[config.mk]
export PLATFORM = sky130hd
export DESIGN_NAME = cpld_led_port
export DESIGN_NICKNAME = d
export VERILOG_FILES = /design/src/rtl/cpld_pkg.sv /design/src/rtl/led_shifter.sv /design/src/rtl/cpld_led_port.sv
export SDC_FILE = /design/constraint.sdc
export NUM_CORES = 1
export LEC_CHECK = 0
export BUFFER_PORTS_ARGS = -buffer_cell sky130_fd_sc_hd__buf_2
export CORE_ASPECT_RATIO = 1.4
export CORE_MARGIN = 5
export CORE_UTILIZATION = 58
export DETAILED_ROUTE_END_ITERATION = 6
export PLACE_DENSITY = 0.79
export SYNTH_ARGS = -nofsm -noshare
export SYNTH_HDL_FRONTEND = slang
export SYNTH_SLANG_ARGS = --single-unit
[constraint.sdc]
create_clock -name clk -period 2.4 [get_ports clk]
set_input_delay 0.12 -clock clk [delete_from_list [all_inputs] [get_ports clk]]
set_output_delay 0.12 -clock clk [all_outputs]
set_load 0.005 [all_outputs]
[src/rtl/cpld_pkg.sv]
// Shared constants for the badge CPLD LED port: register indices, bit
// positions and the shift-engine state encoding.
package cpld_pkg;

    localparam logic [1:0] REG_CTRL    = 2'd0;
    localparam logic [1:0] REG_TXDATA  = 2'd1;
    localparam logic [1:0] REG_STATUS  = 2'd2;
    localparam logic [1:0] REG_SCRATCH = 2'd3;

    localparam int CTRL_START_BIT  = 0;
    localparam int CTRL_IRQ_EN_BIT = 1;
    localparam int CTRL_DIV_LSB    = 4;

    localparam int STAT_BUSY_BIT = 0;
    localparam int STAT_DONE_BIT = 1;
    localparam int STAT_OVR_BIT  = 2;

    typedef enum logic [1:0] {
        ST_IDLE  = 2'd0,
        ST_SHIFT = 2'd1,
        ST_LATCH = 2'd2
    } shift_state_e;

endpackage

[src/rtl/led_shifter.sv]
// Serial engine that clocks one byte MSB-first into the LED driver chain,
// then pulses LATCH; state_o exposes the FSM for debug.
module led_shifter
    import cpld_pkg::*;
#(
    parameter int DIV_W = 4
) (
    input  logic             clk_i,
    input  logic             rst_i,
    input  logic             start_i,
    input  logic [7:0]       data_i,
    input  logic [DIV_W-1:0] div_i,
    output logic             busy_o,
    output logic             done_o,
    output logic             sclk_o,
    output logic             sdata_o,
    output logic             latch_o,
    output shift_state_e     state_o
);

    localparam logic [DIV_W-1:0] CNT_ONE = 1;

    shift_state_e     state_q, state_d;
    logic [DIV_W-1:0] div_q, div_d;
    logic [DIV_W-1:0] cnt_q, cnt_d;
    logic [2:0]       bit_q, bit_d;
    logic [7:0]       sh_q, sh_d;
    logic             sclk_q, sclk_d;
    logic             done_q, done_d;

    always_ff @(posedge clk_i or posedge rst_i) begin
        if (rst_i) begin
            state_q <= ST_IDLE;
            div_q   <= '0;
            cnt_q   <= '0;
            bit_q   <= 3'd0;
            sh_q    <= 8'h00;
            sclk_q  <= 1'b0;
            done_q  <= 1'b0;
        end else begin
            state_q <= state_d;
            div_q   <= div_d;
            cnt_q   <= cnt_d;
            bit_q   <= bit_d;
            sh_q    <= sh_d;
            sclk_q  <= sclk_d;
            done_q  <= done_d;
        end
    end

    always_comb begin
        state_d = state_q;
        div_d   = div_q;
        cnt_d   = cnt_q;
        bit_d   = bit_q;
        sh_d    = sh_q;
        sclk_d  = sclk_q;
        done_d  = 1'b0;
        case (state_q)
            ST_IDLE: begin
                if (start_i) begin
                    state_d = ST_SHIFT;
                    sh_d    = data_i;
                    bit_d   = 3'd7;
                    cnt_d   = '0;
                    sclk_d  = 1'b0;
                    div_d   = div_i;
                end
            end
            ST_SHIFT: begin
                if (cnt_q == div_q) begin
                    cnt_d = '0;
                    // Data only moves on the falling SCLK edge, so it is stable at the rise.
                    if (sclk_q) begin
                        sclk_d = 1'b0;
                        sh_d   = {sh_q[6:0], 1'b0};
                        if (bit_q == 3'd0) begin
                            state_d = ST_LATCH;
                        end else begin
                            bit_d = bit_q - 3'd1;
                        end
                    end else begin
                        sclk_d = 1'b1;
                    end
                end else begin
                    cnt_d = cnt_q + CNT_ONE;
                end
            end
            ST_LATCH: begin
                if (cnt_q == div_q) begin
                    cnt_d   = '0;
                    state_d = ST_IDLE;
                    done_d  = 1'b1;
                end else begin
                    cnt_d = cnt_q + CNT_ONE;
                end
            end
            default: state_d = ST_IDLE;
        endcase
    end

    assign busy_o  = (state_q != ST_IDLE);
    assign done_o  = done_q;
    assign sclk_o  = sclk_q;
    assign sdata_o = (state_q == ST_SHIFT) & sh_q[7];
    assign latch_o = (state_q == ST_LATCH);
    assign state_o = state_q;

endmodule

[src/rtl/cpld_led_port.sv]
// Bus slave and register bank for the LED shift port behind the GAL glue.
// Define CPLD_LED_IRQ_EN to implement CTRL.IRQ_EN and the irq output.
module cpld_led_port
    import cpld_pkg::*;
#(
    parameter int DIV_W = 4
) (
    input  logic       clk,
    input  logic       RESET,
    input  logic       CPLDCSb,
    input  logic       WEb,
    input  logic [1:0] A,
    input  logic [7:0] d_in,
    output logic [7:0] d_out,
    output logic       d_oe,
    output logic       SCLK,
    output logic       SDATA,
    output logic       LATCH,
    output logic       irq
);

    // Bus handshake: one write strobe on the first clk edge of a select
    // (CPLDCSb low after being high) with WEb low; reads are combinational.
    logic             cs_q;
    logic [DIV_W-1:0] div_q, div_d;
    logic [7:0]       txdata_q, txdata_d;
    logic [7:0]       scratch_q, scratch_d;
    logic             done_q, done_d;
    logic             ovr_q, ovr_d;
    logic             irq_q, irq_d;
    logic             irq_en;

    logic             busy, done_pulse;
    shift_state_e     eng_state;
    logic             wr_stb, wr_ctrl, wr_tx, wr_stat, wr_scr;
    logic             start_req, start_go;
    logic [7:0]       rd_data;

    assign wr_stb    = !CPLDCSb && cs_q && !WEb;
    assign wr_ctrl   = wr_stb && (A == REG_CTRL);
    assign wr_tx     = wr_stb && (A == REG_TXDATA);
    assign wr_stat   = wr_stb && (A == REG_STATUS);
    assign wr_scr    = wr_stb && (A == REG_SCRATCH);
    assign start_req = wr_ctrl && d_in[CTRL_START_BIT];
    assign start_go  = start_req && !busy;

`ifdef CPLD_LED_IRQ_EN
    logic irq_en_q, irq_en_d;
    always_ff @(posedge clk or posedge RESET) begin
        if (RESET) irq_en_q <= 1'b0;
        else       irq_en_q <= irq_en_d;
    end
    assign irq_en_d = wr_ctrl ? d_in[CTRL_IRQ_EN_BIT] : irq_en_q;
    assign irq_en   = irq_en_q;
`else
    assign irq_en = 1'b0;
`endif

    always_ff @(posedge clk or posedge RESET) begin
        if (RESET) begin
            cs_q      <= 1'b1;
            div_q     <= '0;
            txdata_q  <= 8'h00;
            scratch_q <= 8'h00;
            done_q    <= 1'b0;
            ovr_q     <= 1'b0;
            irq_q     <= 1'b0;
        end else begin
            cs_q      <= CPLDCSb;
            div_q     <= div_d;
            txdata_q  <= txdata_d;
            scratch_q <= scratch_d;
            done_q    <= done_d;
            ovr_q     <= ovr_d;
            irq_q     <= irq_d;
        end
    end

    always_comb begin
        div_d     = wr_ctrl ? d_in[CTRL_DIV_LSB +: DIV_W] : div_q;
        txdata_d  = (wr_tx && !busy) ? d_in : txdata_q;
        scratch_d = wr_scr ? d_in : scratch_q;
        // Engine completion beats any clear; a new start beats a W1C.
        done_d = done_q;
        if (done_pulse) begin
            done_d = 1'b1;
        end else if (start_go) begin
            done_d = 1'b0;
        end else if (wr_stat && d_in[STAT_DONE_BIT]) begin
            done_d = 1'b0;
        end
        ovr_d = ovr_q;
        if ((start_req || wr_tx) && busy) begin
            ovr_d = 1'b1;
        end else if (wr_stat && d_in[STAT_OVR_BIT]) begin
            ovr_d = 1'b0;
        end
        irq_d = done_d & irq_en;
    end

    always_comb begin
        rd_data = 8'h00;
        case (A)
            REG_CTRL: begin
                rd_data[CTRL_IRQ_EN_BIT]          = irq_en;
                rd_data[CTRL_DIV_LSB +: DIV_W]    = div_q;
            end
            REG_TXDATA: rd_data = txdata_q;
            REG_STATUS: begin
                rd_data[STAT_BUSY_BIT] = (eng_state != ST_IDLE);
                rd_data[STAT_DONE_BIT] = done_q;
                rd_data[STAT_OVR_BIT]  = ovr_q;
            end
            default: rd_data = scratch_q;
        endcase
    end

    assign d_oe  = !CPLDCSb && WEb;
    assign d_out = d_oe ? rd_data : 8'h00;
    assign irq   = irq_q;

    led_shifter #(
        .DIV_W (DIV_W)
    ) u_shifter (
        .clk_i   (clk),
        .rst_i   (RESET),
        .start_i (start_go),
        .data_i  (txdata_q),
        .div_i   (div_d),
        .busy_o  (busy),
        .done_o  (done_pulse),
        .sclk_o  (SCLK),
        .sdata_o (SDATA),
        .latch_o (LATCH),
        .state_o (eng_state)
    );

endmodule

After elaboration in Yosys (flattened, before gate mapping)
Index checks and enable logic that the tools add are counted.
- equal/unequal tests: 12
- bitwise logic cells: 1
- $add $sub $neg: 2
- muxes and demuxes: 36
- reductions and logical operators: 33
- operator list (kind ; count):
    8-bit 2-to-1 mux ; 4
    8-bit case mux with 2 select lines ; 1
    1-bit logical AND ; 13
    3-bit 2-to-1 mux ; 4
    4-bit 2-to-1 mux ; 3
    4-bit case mux with 3 select lines ; 1
    1-bit 2-to-1 mux ; 10
    2-bit 2-to-1 mux ; 5
    5-bit AND reduction ; 2
    1-bit case mux with 3 select lines ; 3
    2-bit by 1-bit != test with 1-bit output (second input constant) ; 4
    4-bit case mux with 2 select lines ; 1
    2-bit nonzero test ; 4
    2-bit equality test (second input constant) ; 3
    2-bit case mux with 3 select lines ; 1
    3-bit case mux with 2 select lines ; 1
    4-bit by 1-bit adder with 4-bit output (second input constant) ; 1
    2-bit by 1-bit equality test with 1-bit output (second input constant) ; 2
    4-bit equality test ; 1
    2-bit zero test ; 2
    2-bit != test (second input constant) ; 2
    1-bit case mux with 2 select lines ; 2
    2-bit AND reduction ; 2
    4-bit AND reduction ; 1
    other kinds (8) ; 11
- output and inout bits: 13
- bits of input ports: 14
- register bits after elaboration: 46
- logic and storage cells: 97

Logic depth before layout (Yosys ltp)
Gate-level depths: netlist of run 1.
- depth in word-level cells: 8
- depth in mapped cells: 8
- depth with buffers taken out: 7

Cells and area by module
A second synthesis of run 1 with hierarchy kept.
- cell total of the unflattened synthesis: 219
- area total of the unflattened synthesis: 2464.9 um2
- by module, submodules not included (module ; cells each ; area an instance (um2) ; sequential area each (um2) ; times used):
    led_shifter ; 120 ; 1263.7 ; 575.6 ; 1
    cpld_led_port ; 99 ; 1201.2 ; 576.8 ; 1

Worst setup path after synthesis of run 1
Ideal clock, no wire load.
- path kind: reg-to-reg
- start: reg cs_q
- end: reg u_shifter.sh_q[1]
- arrival: 1.731 ns
- period minus slack after synthesis: 1.867 ns
- cell stages (with the launch flop): 7
- path buffers: 1
- library setup time: 0.136 ns
- data required time: 2.264 ns
- setup slack: 0.533 ns
- cells stage by stage: dfstp_2 or3b_1 o31a_1 or2_0 buf_4 o22ai_2 a21oi_1
- cells in the longest elaborated chain, start to end: 7
- RTL lines (item ; line ; text):
    start: declaration ; cpld_led_port.sv:24 ; logic cs_q;
    start signal: assignment ; cpld_led_port.sv:69 ; cs_q <= CPLDCSb;
    1-bit logical AND (2 in series) ; cpld_led_port.sv:39 ; assign wr_stb = !CPLDCSb && cs_q && !WEb;
    1-bit logical AND ; cpld_led_port.sv:40 ; assign wr_ctrl = wr_stb && (A == REG_CTRL);
    1-bit logical AND ; cpld_led_port.sv:44 ; assign start_req = wr_ctrl && d_in[CTRL_START_BIT];
    1-bit logical AND ; cpld_led_port.sv:45 ; assign start_go = start_req && !busy;
    2-bit != test (no source line) ; -- ;
    4-bit AND reduction (no source line) ; -- ;
    end signal: assignment ; led_shifter.sv:37 ; sh_q <= 8'h00;
    end signal: assignment ; led_shifter.sv:45 ; sh_q <= sh_d;
    end: declaration ; led_shifter.sv:27 ; logic [7:0] sh_q, sh_d;
No other way between the ends.
A chain may end at the register's enable or synchronous reset.

Worst setup path after layout of run 1
- start: reg cs_q
- end: reg u_shifter.sh_q[7]
The elaborated chain is that of the path after synthesis.

==> results.py, run 1 <==
metrics = {
    "layout": {
        "layout-drive-gt1-share_pct": 30.9,
        "fin_nets": 265,
        "fin_util_pct": 65.1,
        "syn_to_final_growth_pct": 10.8,
        "instances_no_fill": 291,
        "antennaDiodeCount": 0,
        "nFillCells": 330,
    },
    "clocking": {
        "clk_pin_slew_ns": 0.09,
        "insertion_delay_ns": 0.30,
        "cts_setup_buffers": 0,
        "cts-htree-levels": 2,
        "cts-root-buf": "clkbuf_8",
        "cts_num_sinks": 46,
        "numCtsBuffers": 5,
        "cts_tree": "yes",
        "clockBufferDepth": 2,
    },
    "worst_setup_path": {
        "worstPathBufferInverterCount": 0,
        "end_kind": "flop",
        "start_kind": "flop",
        "arrival_ns": 2.23,
        "rrSetupSlack_ns": 0.35,
        "critPathMaxFanout": 9,
        "crit_required_ns": 2.58,
        "cpMaxStageDelayCell": "dfstp_2",
        "crit_type": "flop to flop",
        "cp_cell_sequence": "or3b_1, o31a_1, or2_1, o22ai_2, a21oi_1",
        "cp_slowest_stage_delay_ns": 0.53,
        "cp_top_family": "simple AND/OR/NAND/NOR gates",
    },
    "global_routing": {
        "antenna_found_initial": 0,
        "overflow": 0,
        "grt_pass1_wl_um": 8440,
        "grt_pass1_vias": 1727,
        "grt_usage_pct": 19.7,
        "grt_start_max_net_pins": 47,
    },
    "floorplan": {
        "die-area_mm2": 0.00564,
        "rows": 28,
        "top_level_ports": 27,
        "die_h_um": 86.9,
        "dieWidth_um": 64.9,
        "coreArea_mm2": 0.00417,
        "initial_core_util_pct": 58.7,
    },
    "power": {
        "ir_worst_vdd_uv": 697,
        "fin_total_pwr_mw": 2.96,
        "powerDensity_mw_per_mm2": 1090,
        "leakage_nw": 1.31,
    },
    "synth": {
        "ys.flop_type": "dfrtp_1",
        "synth_edf_count": 0,
        "postSynthAreaPerCell_um2": 11.1,
        "ys_seq_elements": 46,
        "postSynth.asyncResetShare_pct": 100,
        "syn_nets": 240,
        "syn_inst": 220,
        "ys_seq_area_share_pct": 47.1,
        "ys_types": 48,
        "netlist_area_mm2": 0.00245,
        "yosys_warnings": 0,
    },
    "placement": {
        "placed_cells": 282,
        "gp_congestion": 0.763,
        "numPortBuffers": 25,
        "dp_hpwl_um": 3520,
    },
    "sta": {
        "slew_viol_final": 0,
        "period_needed_ns": 2.05,
        "rsz0062_at_grt": "false",
        "hold_ws_ns": 0.0294,
        "max_clock_freq_mhz": 489,
        "finalHoldViolCount": 0,
        "max_slew_margin_pct": 35.7,
        "period_share_pct": 85.3,
        "fin_tns_setup_ns": 0,
        "worst_pin_slew_ns": 0.963,
        "clock_skew_ns": 0.00786,
        "finalSetupViolations": 0,
    },
    "drt": {
        "vias_per_cell": 6.05,
        "antenna_left": 0,
        "routed_wl_um": 4930,
        "num_vias": 1761,
        "route.detailed.drc": 0,
        "wl_per_cell_um": 16.9,
        "drt_iter0_drc": 100,
        "drt_pre_antenna_iters": 4,
    },
    "outcome": {
        "status": "complete, no violations",
    },
    "run": {
        "drv_cap": 0,
    },
    "hold_path": {
        "worstHoldPathType": "primary input to async pin",
    },
}
Yosys cell counts, types with 2 or more instances:
cell type	n	area, um2
o21ai_0	3	15.0
buf_4	3	22.5
mux2_1	4	45.0
ha_1	6	75.1
inv_1	12	45.0
or3_1	2	12.5
o22ai_2	7	87.6
or3b_1	2	17.5
mux2_2	22	248
nand2b_1	4	25.0
nor2b_1	2	12.5
o21ai_1	3	15.0
nor2_1	17	63.8
nand2_1	8	30.0
clkbuf_1	5	18.8
dfrtp_1	45	1130
a21oi_1	9	45.0
and2_1	2	12.5
nor3b_1	3	22.5
buf_2	3	15.0
a21o_1	2	15.0
a31oi_1	5	31.3
nand3_1	5	25.0
xor2_1	4	35.0
and3_1	2	12.5
a22oi_1	4	30.0
o22ai_1	8	50.1
mux2i_1	8	80.1
layout make-up:
class                   count  area, um2  share of cell area (%)
inverters                  12       45.0                    1.66
repair buffers             30        165                    6.09
well taps                  45       56.3                    2.08
multi-input cells         150       1180                    43.6
clock buffers               8        110                    4.06
flip-flops and latches     46       1150                    42.5
cell families (layout without fill, tap and decap cells):
group / count (synthesis) / in the layout / synth area share (%)
xor gates and xnor gates: 4 / 4 / 1.43
adders and majority gates: 6 / 6 / 3.07
AOI/OAI and AO/OA: 49 / 49 / 15.0
and+or+nand+nor: 56 / 56 / 13.5
DFF: 46 / 46 / 47.1
other: 1 / 1 / 0.153
buffers and inverters: 24 / 50 / 4.60
muxes: 34 / 34 / 15.2
flip-flops by register name, indices dropped and copies added (netlist names), 2 cells and up:
register and cells:
txdata_q 8, u_shifter.sh_q 8, scratch_q 8, u_shifter.state_o 2, u_shifter.cnt_q 4, u_shifter.bit_q 3
div_q 4, u_shifter.div_q 4
stage by stage:
step                      cell area, um2  worst slack (ns)
after floorplan                     2450             0.533
after global placement              2590             0.269
after detailed placement            2590             0.164
after CTS                           2710             0.130
after global routing                2710             0.193
final                               2710             0.354
cell usage in the layout (no fill, tap or decap), types with 6 or more instances in the layout:
cell type,instances
dfrtp_1,45
clkbuf_8,8
inv_1,11
mux2i_1,8
ha_1,6
buf_2,25
a21oi_1,9
mux2_2,22
o22ai_1,8
o22ai_2,7
nand2_1,8
nor2_1,17
power by group:
part | switching (mW) | internal [mW]
clock network | 0.256 | 0.291
logic | 0.616 | 0.567
registers | 0.208 | 1.02
total | 1.08 | 1.88
worst paths after layout:
kind,cells after the start,end,start
worst max-delay path,5,u_shifter.sh_q[7]$_DFFE_PP0P_,cs_q$_DFF_PP1_
min in group clk,2,txdata_q[3]$_DFFE_PP0P_,d_in[3]
worst max register to register,5,u_shifter.sh_q[7]$_DFFE_PP0P_,cs_q$_DFF_PP1_
max in group asynchronous,2,txdata_q[4]$_DFFE_PP0P_,RESET
worst min-delay path,2,u_shifter.bit_q[1]$_DFFE_PP0P_,RESET
worst min register to register,1,done_q$_DFFE_PP0P_,u_shifter.done_o$_DFF_PP0_
worst register-to-register path: stages, from the launching register on:
cell	delay, ns
dfstp_2	0.53
or3b_1	0.39
o31a_1	0.37
or2_1	0.40
o22ai_2	0.18
a21oi_1	0.06
metal layers:
metal | routed length [um] | part of all wire [%] | global-route usage, % | vias to the layer above
met3 | 187 | 3.8 | 3.36 | 15
met5 | 0 | 0 | 0 | -
met2 | 2530 | 51 | 32.2 | 40
met1 | 2080 | 42 | 25.1 | 870
met4 | 138 | 2.8 | 9.62 | 0
li1 | - | - | - | 836
repair_timing:
item	CTS	global route
setup endpoints to repair	0	7
hold endpoints to repair	1	0
hold buffers	1	0
gates resized for setup	0	1
Power figures use the tool's default switching activity.
==> run 2, diff against run 1 <==
--- a/config.mk
+++ b/config.mk
@@ -13,4 +13,5 @@
 export PLACE_DENSITY = 0.79
 export SYNTH_ARGS = -nofsm -noshare
 export SYNTH_HDL_FRONTEND = slang
+export SYNTH_HIERARCHICAL = 1
 export SYNTH_SLANG_ARGS = --single-unit
==> run 2 against run 1 <==
  * Non-clock buffer count is 1 higher
  * Area after synthesis rose by 0.66%
  * Clock skew up 0.0045 ns
  * Critical path type unchanged
  * Core utilization grew 0.21 points
  * Worst hold slack got worse by 0.033 ns
  * First-iteration DRC count shrank 58%
  * Final area increased by 0.32%
  * Critical endpoint is now u_shifter/sh_q[6]$_DFFE_PP0P_
  * The run now ends with negative hold slack left
  * Maximum frequency decreased by 7.9%
  * Global-route usage fell by 0.69 points
==> results.py, run 2 <==
metrics = {
    "sta": {
        "clock_skew_ns": 0.0123,
        "period_needed_ns": 2.22,
        "worst_pin_slew_ns": 0.860,
        "max_clock_freq_mhz": 450,
        "finalSetupViolations": 0,
        "max_slew_margin_pct": 42.6,
        "finalHoldViolCount": 9,
        "slew_viol_final": 0,
        "period_share_pct": 92.5,
        "layout_setup_ws_ns": 0.179,
        "hold_ws_ns": -0.00380,
    },
    "power": {
        "ir_worst_vdd_uv": 687,
        "leakage_nw": 1.25,
        "powerDensity_mw_per_mm2": 1050,
    },
    "synth": {
        "synthMostInstantiatedCell": "dfrtp_1",
        "synth_common_cells": "45 x dfrtp_1, 23 x mux2_2, 14 x nor2_1",
        "ys_seq_elements": 46,
        "ys_types": 49,
        "ys.flop_type": "dfrtp_1",
        "syn_inst": 219,
        "synth_area_leaders": "dfrtp_1 46%, mux2_2 11%, ha_1 3.6%, mux2i_1 3.2%, o221a_1 3.2%",
        "synth.top_cell.area_share_pct": 45.7,
        "ys_seq_area_share_pct": 46.8,
        "postSynthAreaPerCell_um2": 11.3,
        "syn_nets": 240,
        "synth_edf_count": 0,
        "synth_top_area_cell": "dfrtp_1",
        "yosys_warnings": 6,
        "postSynth.asyncResetShare_pct": 100,
        "netlist_area_mm2": 0.00246,
    },
    "drt": {
        "vias_per_cell": 5.88,
        "num_vias": 1712,
        "route.detailed.drc": 0,
        "drt_iter0_drc": 42,
        "wl_per_cell_um": 16.6,
        "routed_wl_um": 4830,
        "drt_pre_antenna_iters": 4,
        "antenna_left": 0,
    },
    "worst_setup_path": {
        "crit_type": "flop to flop",
        "cpMaxStageDelayCell": "dfrtp_1",
        "cpMostUsedCell": "inv_1",
        "cp_cell_sequence": "inv_1, ha_1, inv_1, nor3b_2, and2_1, nand2b_1, nand3_1, or2_1, o221a_1",
        "cp_slowest_stage_delay_ns": 0.44,
        "crit_required_ns": 2.59,
        "worstPathBufferInverterCount": 2,
        "end_kind": "flop",
        "arrival_ns": 2.41,
        "critPathMaxFanout": 8,
        "cp_top_family": "simple AND/OR/NAND/NOR gates",
        "start_kind": "flop",
    },
    "floorplan": {
        "rows": 28,
        "initial_core_util_pct": 59.1,
        "die-area_mm2": 0.00567,
        "dieWidth_um": 65.1,
        "coreArea_mm2": 0.00417,
        "top_level_ports": 27,
        "die_h_um": 87.1,
    },
    "layout": {
        "final_cell_mix": "45 x dfrtp_1, 25 x buf_2, 23 x mux2_2",
        "antennaDiodeCount": 0,
        "syn_to_final_growth_pct": 10.4,
        "fin_nets": 266,
        "fin_util_pct": 65.3,
        "final_common_cell": "dfrtp_1",
        "reg_top3": "scratch_q x8, txdata_q x8, u_shifter/sh_q x8",
        "layout-drive-gt1-share_pct": 30.9,
    },
    "clocking": {
        "numCtsBuffers": 5,
        "insertion_delay_ns": 0.30,
        "cts-root-buf": "clkbuf_8",
        "cts_num_sinks": 46,
        "clockBufferDepth": 2,
        "cts-htree-levels": 2,
        "clk_pin_slew_ns": 0.09,
        "cts_tree": "yes",
    },
    "hold_path": {
        "worstHoldPathType": "primary input to async pin",
    },
    "global_routing": {
        "grt_usage_pct": 19.0,
        "grt_pass1_vias": 1804,
        "overflow": 0,
        "grt_pass1_wl_um": 8340,
        "antenna_found_initial": 0,
        "grt_start_max_net_pins": 24,
    },
    "placement": {
        "dp_hpwl_um": 3640,
        "numPortBuffers": 25,
        "dp_slack_ns": 0.185,
        "gp_congestion": 0.807,
    },
    "outcome": {
        "violations": "negative hold slack",
        "status": "finished with violations",
    },
    "run": {
        "drv_cap": 0,
    },
}
run 2: what timing repair did:
action                                  4_1_cts  5_1_grt
hold buffers                                  1        0
resized for setup                             0        1
endpoints found under the setup margin        0        7
buffers inserted                              0        0
hold endpoints to repair                      1        0
run 2: final timing paths:
kind,from,endpoint,slack [ns],cells after the start
max,u_shifter/state_o[1]$_DFFE_PP0P_,u_shifter/sh_q[6]$_DFFE_PP0P_,0.18,9
max reg2reg,u_shifter/state_o[1]$_DFFE_PP0P_,u_shifter/sh_q[6]$_DFFE_PP0P_,0.18,9
min,RESET,done_q$_DFFE_PP0P_,-0.004,2
min in group clk,d_in[3],txdata_q[3]$_DFFE_PP0P_,0.08,2
max in group asynchronous,RESET,scratch_q[1]$_DFFE_PP0P_,1.87,2
min reg2reg,u_shifter/done_o$_DFF_PP0_,done_q$_DFFE_PP0P_,0.44,1
run 2: cells by family after synthesis:
group | count (synthesis) | share of synthesized area, %
other | 1 | 0.152
AOI/OAI and AO/OA | 36 | 11.4
buffers and inverters | 22 | 4.47
DFF | 46 | 46.8
adders and majority gates | 7 | 3.55
xor gates and xnor gates | 4 | 1.42
muxes | 35 | 16.2
and+or+nand+nor | 68 | 16.1
run 2: area by class of cell:
class	count	area, um2
tap	45	56.3
fill	326	1450
inverter	10	37.5
sequential	46	1150
clock buffer	6	82.6
clock inverter	2	12.5
timing repair buffer	31	173
multi-input combinational	151	1210
run 2: metrics by stage:
stage                     area [um2]  power [mW]  cells  setup TNS (ns)
after floorplan                 2460        2.04    219               0
after global placement          2610        2.34    282               0
after detailed placement        2610        2.37    282               0
after CTS                       2720        2.86    291               0
after global routing            2720        3.08    291          -0.176
final                           2720        2.85    291               0
run 2: routing by layer:
| metal | global-route usage [%] | routed length [um] | share of wire [%] | vias to the layer above |
|---|---|---|---|---|
| li1 | - | - | - | 828 |
| met1 | 23.4 | 2070 | 43 | 842 |
| met2 | 33.1 | 2560 | 53 | 36 |
| met3 | 3.36 | 160 | 3.3 | 6 |
| met4 | 6.98 | 44 | 0.91 | 0 |
| met5 | 0 | 0 | 0 | - |
run 2: power by group:
| part | internal [mW] | leakage [nW] | total (mW) | switching, mW |
|---|---|---|---|---|
| clock network | 0.231 | 0.0472 | 0.481 | 0.249 |
| registers | 1.04 | 0.572 | 1.23 | 0.196 |
| logic | 0.547 | 0.633 | 1.14 | 0.590 |
| total | 1.82 | 1.25 | 2.85 | 1.03 |
==> run 3, diff against run 2 <==
--- a/config.mk
+++ b/config.mk
@@ -11,6 +11,7 @@
 export CORE_UTILIZATION = 58
 export DETAILED_ROUTE_END_ITERATION = 6
 export PLACE_DENSITY = 0.79
+export RECOVER_POWER = 100
 export SYNTH_ARGS = -nofsm -noshare
 export SYNTH_HDL_FRONTEND = slang
 export SYNTH_HIERARCHICAL = 1
==> run 3 against run 2 <==
  * The run still ends with negative hold slack left
  * Final cell count unchanged
  * Core utilization decreased by 0.12 points
  * Sequential share of layout area increased by 0.078 points
  * Sequential cell count unchanged
  * Register-to-register slack about the same
  * Non-clock buffer count unchanged
  * Critical path type unchanged
==> results.py, run 3 (synthesis results as in run 2) <==
metrics = {
    "drt": {
        "routed_wl_um": 4830,
        "antenna_left": 0,
        "drt_pre_antenna_iters": 4,
        "drt_iter0_drc": 42,
        "wl_per_cell_um": 16.6,
        "route.detailed.drc": 0,
        "num_vias": 1712,
        "vias_per_cell": 5.88,
    },
    "clocking": {
        "cts_tree": "yes",
        "cts-root-buf": "clkbuf_8",
        "clockBufferDepth": 2,
        "insertion_delay_ns": 0.30,
        "cts-htree-levels": 2,
        "clk_pin_slew_ns": 0.09,
        "cts_num_sinks": 46,
        "numCtsBuffers": 5,
    },
    "power": {
        "powerDensity_mw_per_mm2": 1050,
        "ir_worst_vdd_uv": 685,
        "leakage_nw": 1.24,
        "fin_total_pwr_mw": 2.85,
    },
    "floorplan": {
        "rows": 28,
        "coreArea_mm2": 0.00417,
        "initial_core_util_pct": 59.1,
        "die-area_mm2": 0.00567,
        "dieWidth_um": 65.1,
        "die_h_um": 87.1,
        "top_level_ports": 27,
    },
    "sta": {
        "finalSetupViolations": 0,
        "finalHoldViolCount": 45,
        "slew_viol_final": 0,
        "worst_pin_slew_ns": 0.861,
        "hold_ws_ns": -0.0252,
        "period_needed_ns": 2.22,
        "fin_tns_setup_ns": 0,
        "clock_skew_ns": 0.0127,
        "max_clock_freq_mhz": 451,
        "period_share_pct": 92.4,
        "max_slew_margin_pct": 42.5,
    },
    "global_routing": {
        "grt_usage_pct": 19.0,
        "busiest_layer": "met2",
        "grt_pass1_wl_um": 8340,
        "met1_usage_pct": 23.4,
        "grt_pass1_vias": 1804,
        "overflow": 0,
        "antenna_found_initial": 0,
        "grtUsageMet2_pct": 33.1,
        "grt_start_max_net_pins": 24,
        "globalRouteMet3Util_pct": 3.36,
    },
    "layout": {
        "final_cell_mix": "45 x dfrtp_1, 23 x mux2_2, 22 x buf_2",
        "final_common_cell": "dfrtp_1",
        "instances_no_fill": 291,
        "fin_nets": 266,
        "fin_util_pct": 65.2,
        "reg_top3": "scratch_q x8, txdata_q x8, u_shifter/sh_q x8",
        "antennaDiodeCount": 0,
        "syn_to_final_growth_pct": 10.2,
        "layout-drive-gt1-share_pct": 29.3,
    },
    "worst_setup_path": {
        "crit_type": "flop to flop",
        "crit_required_ns": 2.59,
        "critPathMaxFanout": 8,
        "start_kind": "flop",
        "end_kind": "flop",
        "arrival_ns": 2.40,
    },
    "placement": {
        "gp_congestion": 0.807,
        "placed_cells": 282,
        "dp_hpwl_um": 3640,
        "numPortBuffers": 25,
    },
    "hold_path": {
        "worstHoldPathType": "primary input to async pin",
    },
    "outcome": {
        "status": "finished with violations",
        "violations": "negative hold slack",
    },
    "run": {
        "drv_cap": 0,
    },
}
==> run 3: cell count changes in the layout (fill, tap and decap cells not counted), sizes merged <==
cell	delta
buf	-3
clkbuf	+3
==> run 3: timing repair <==
action | 4_1_cts | 5_1_grt
hold buffers | 1 | 0
endpoints found under the setup margin | 0 | 7
resized for setup | 0 | 1
hold endpoints to repair | 1 | 0
setup buffers | 0 | 0
==> run 3: cell type report <==
cell class                      count  area (um2)
Inverter                           10        37.5
Clock inverter                      2        12.5
Sequential cell                    46        1150
Fill cell                         325        1450
Timing Repair Buffer               31         169
Clock buffer                        6        82.6
Tap cell                           45        56.3
Multi-Input combinational cell    151        1210
==> run 3: power breakdown <==
| group | switching [mW] | internal [mW] |
|---|---|---|
| Combinational | 0.591 | 0.541 |
| Clock | 0.251 | 0.231 |
| Sequential | 0.196 | 1.04 |
==> run 3: metrics by stage <==
stage          worst slack [ns]  hold slack, ns  area [um2]
5_1_grt                 -0.0338          0.0439        2720
3_3_place_gp              0.303           0.272        2610
2_1_floorplan             0.213           0.121        2460
3_5_place_dp              0.185           0.276        2610
4_1_cts                   0.167          0.0172        2720
6_report                  0.182         -0.0252        2720
==> run 3: metal layers <==
metal  wire length, um  share of wire [%]
met1              2070                 43
met5                 0                  0
met3               156                3.2
met2              2550                 53
met4                54                1.1
==> run 3: worst paths after layout <==
| kind | endpoint | cells after the start | slack, ns | start |
|---|---|---|---|---|
| worst min-delay path | done_q$_DFFE_PP0P_ | 2 | -0.03 | RESET |
| worst min register to register | done_q$_DFFE_PP0P_ | 1 | 0.44 | u_shifter/done_o$_DFF_PP0_ |
| min in group clk | txdata_q[3]$_DFFE_PP0P_ | 2 | 0.08 | d_in[3] |
| max in group asynchronous | scratch_q[1]$_DFFE_PP0P_ | 2 | 1.89 | RESET |
| worst max-delay path | u_shifter/sh_q[6]$_DFFE_PP0P_ | 9 | 0.18 | u_shifter/state_o[1]$_DFFE_PP0P_ |
| worst max register to register | u_shifter/sh_q[6]$_DFFE_PP0P_ | 9 | 0.18 | u_shifter/state_o[1]$_DFFE_PP0P_ |
==> run 3: critical path: stages (launching register included) <==
cell and delay [ns]:
dfrtp_1 0.43, inv_1 0.12, ha_1 0.18, inv_1 0.09, nor3b_2 0.21, and2_1 0.20, nand2b_1 0.13, nand3_1 0.12
or2_1 0.34, o221a_1 0.28
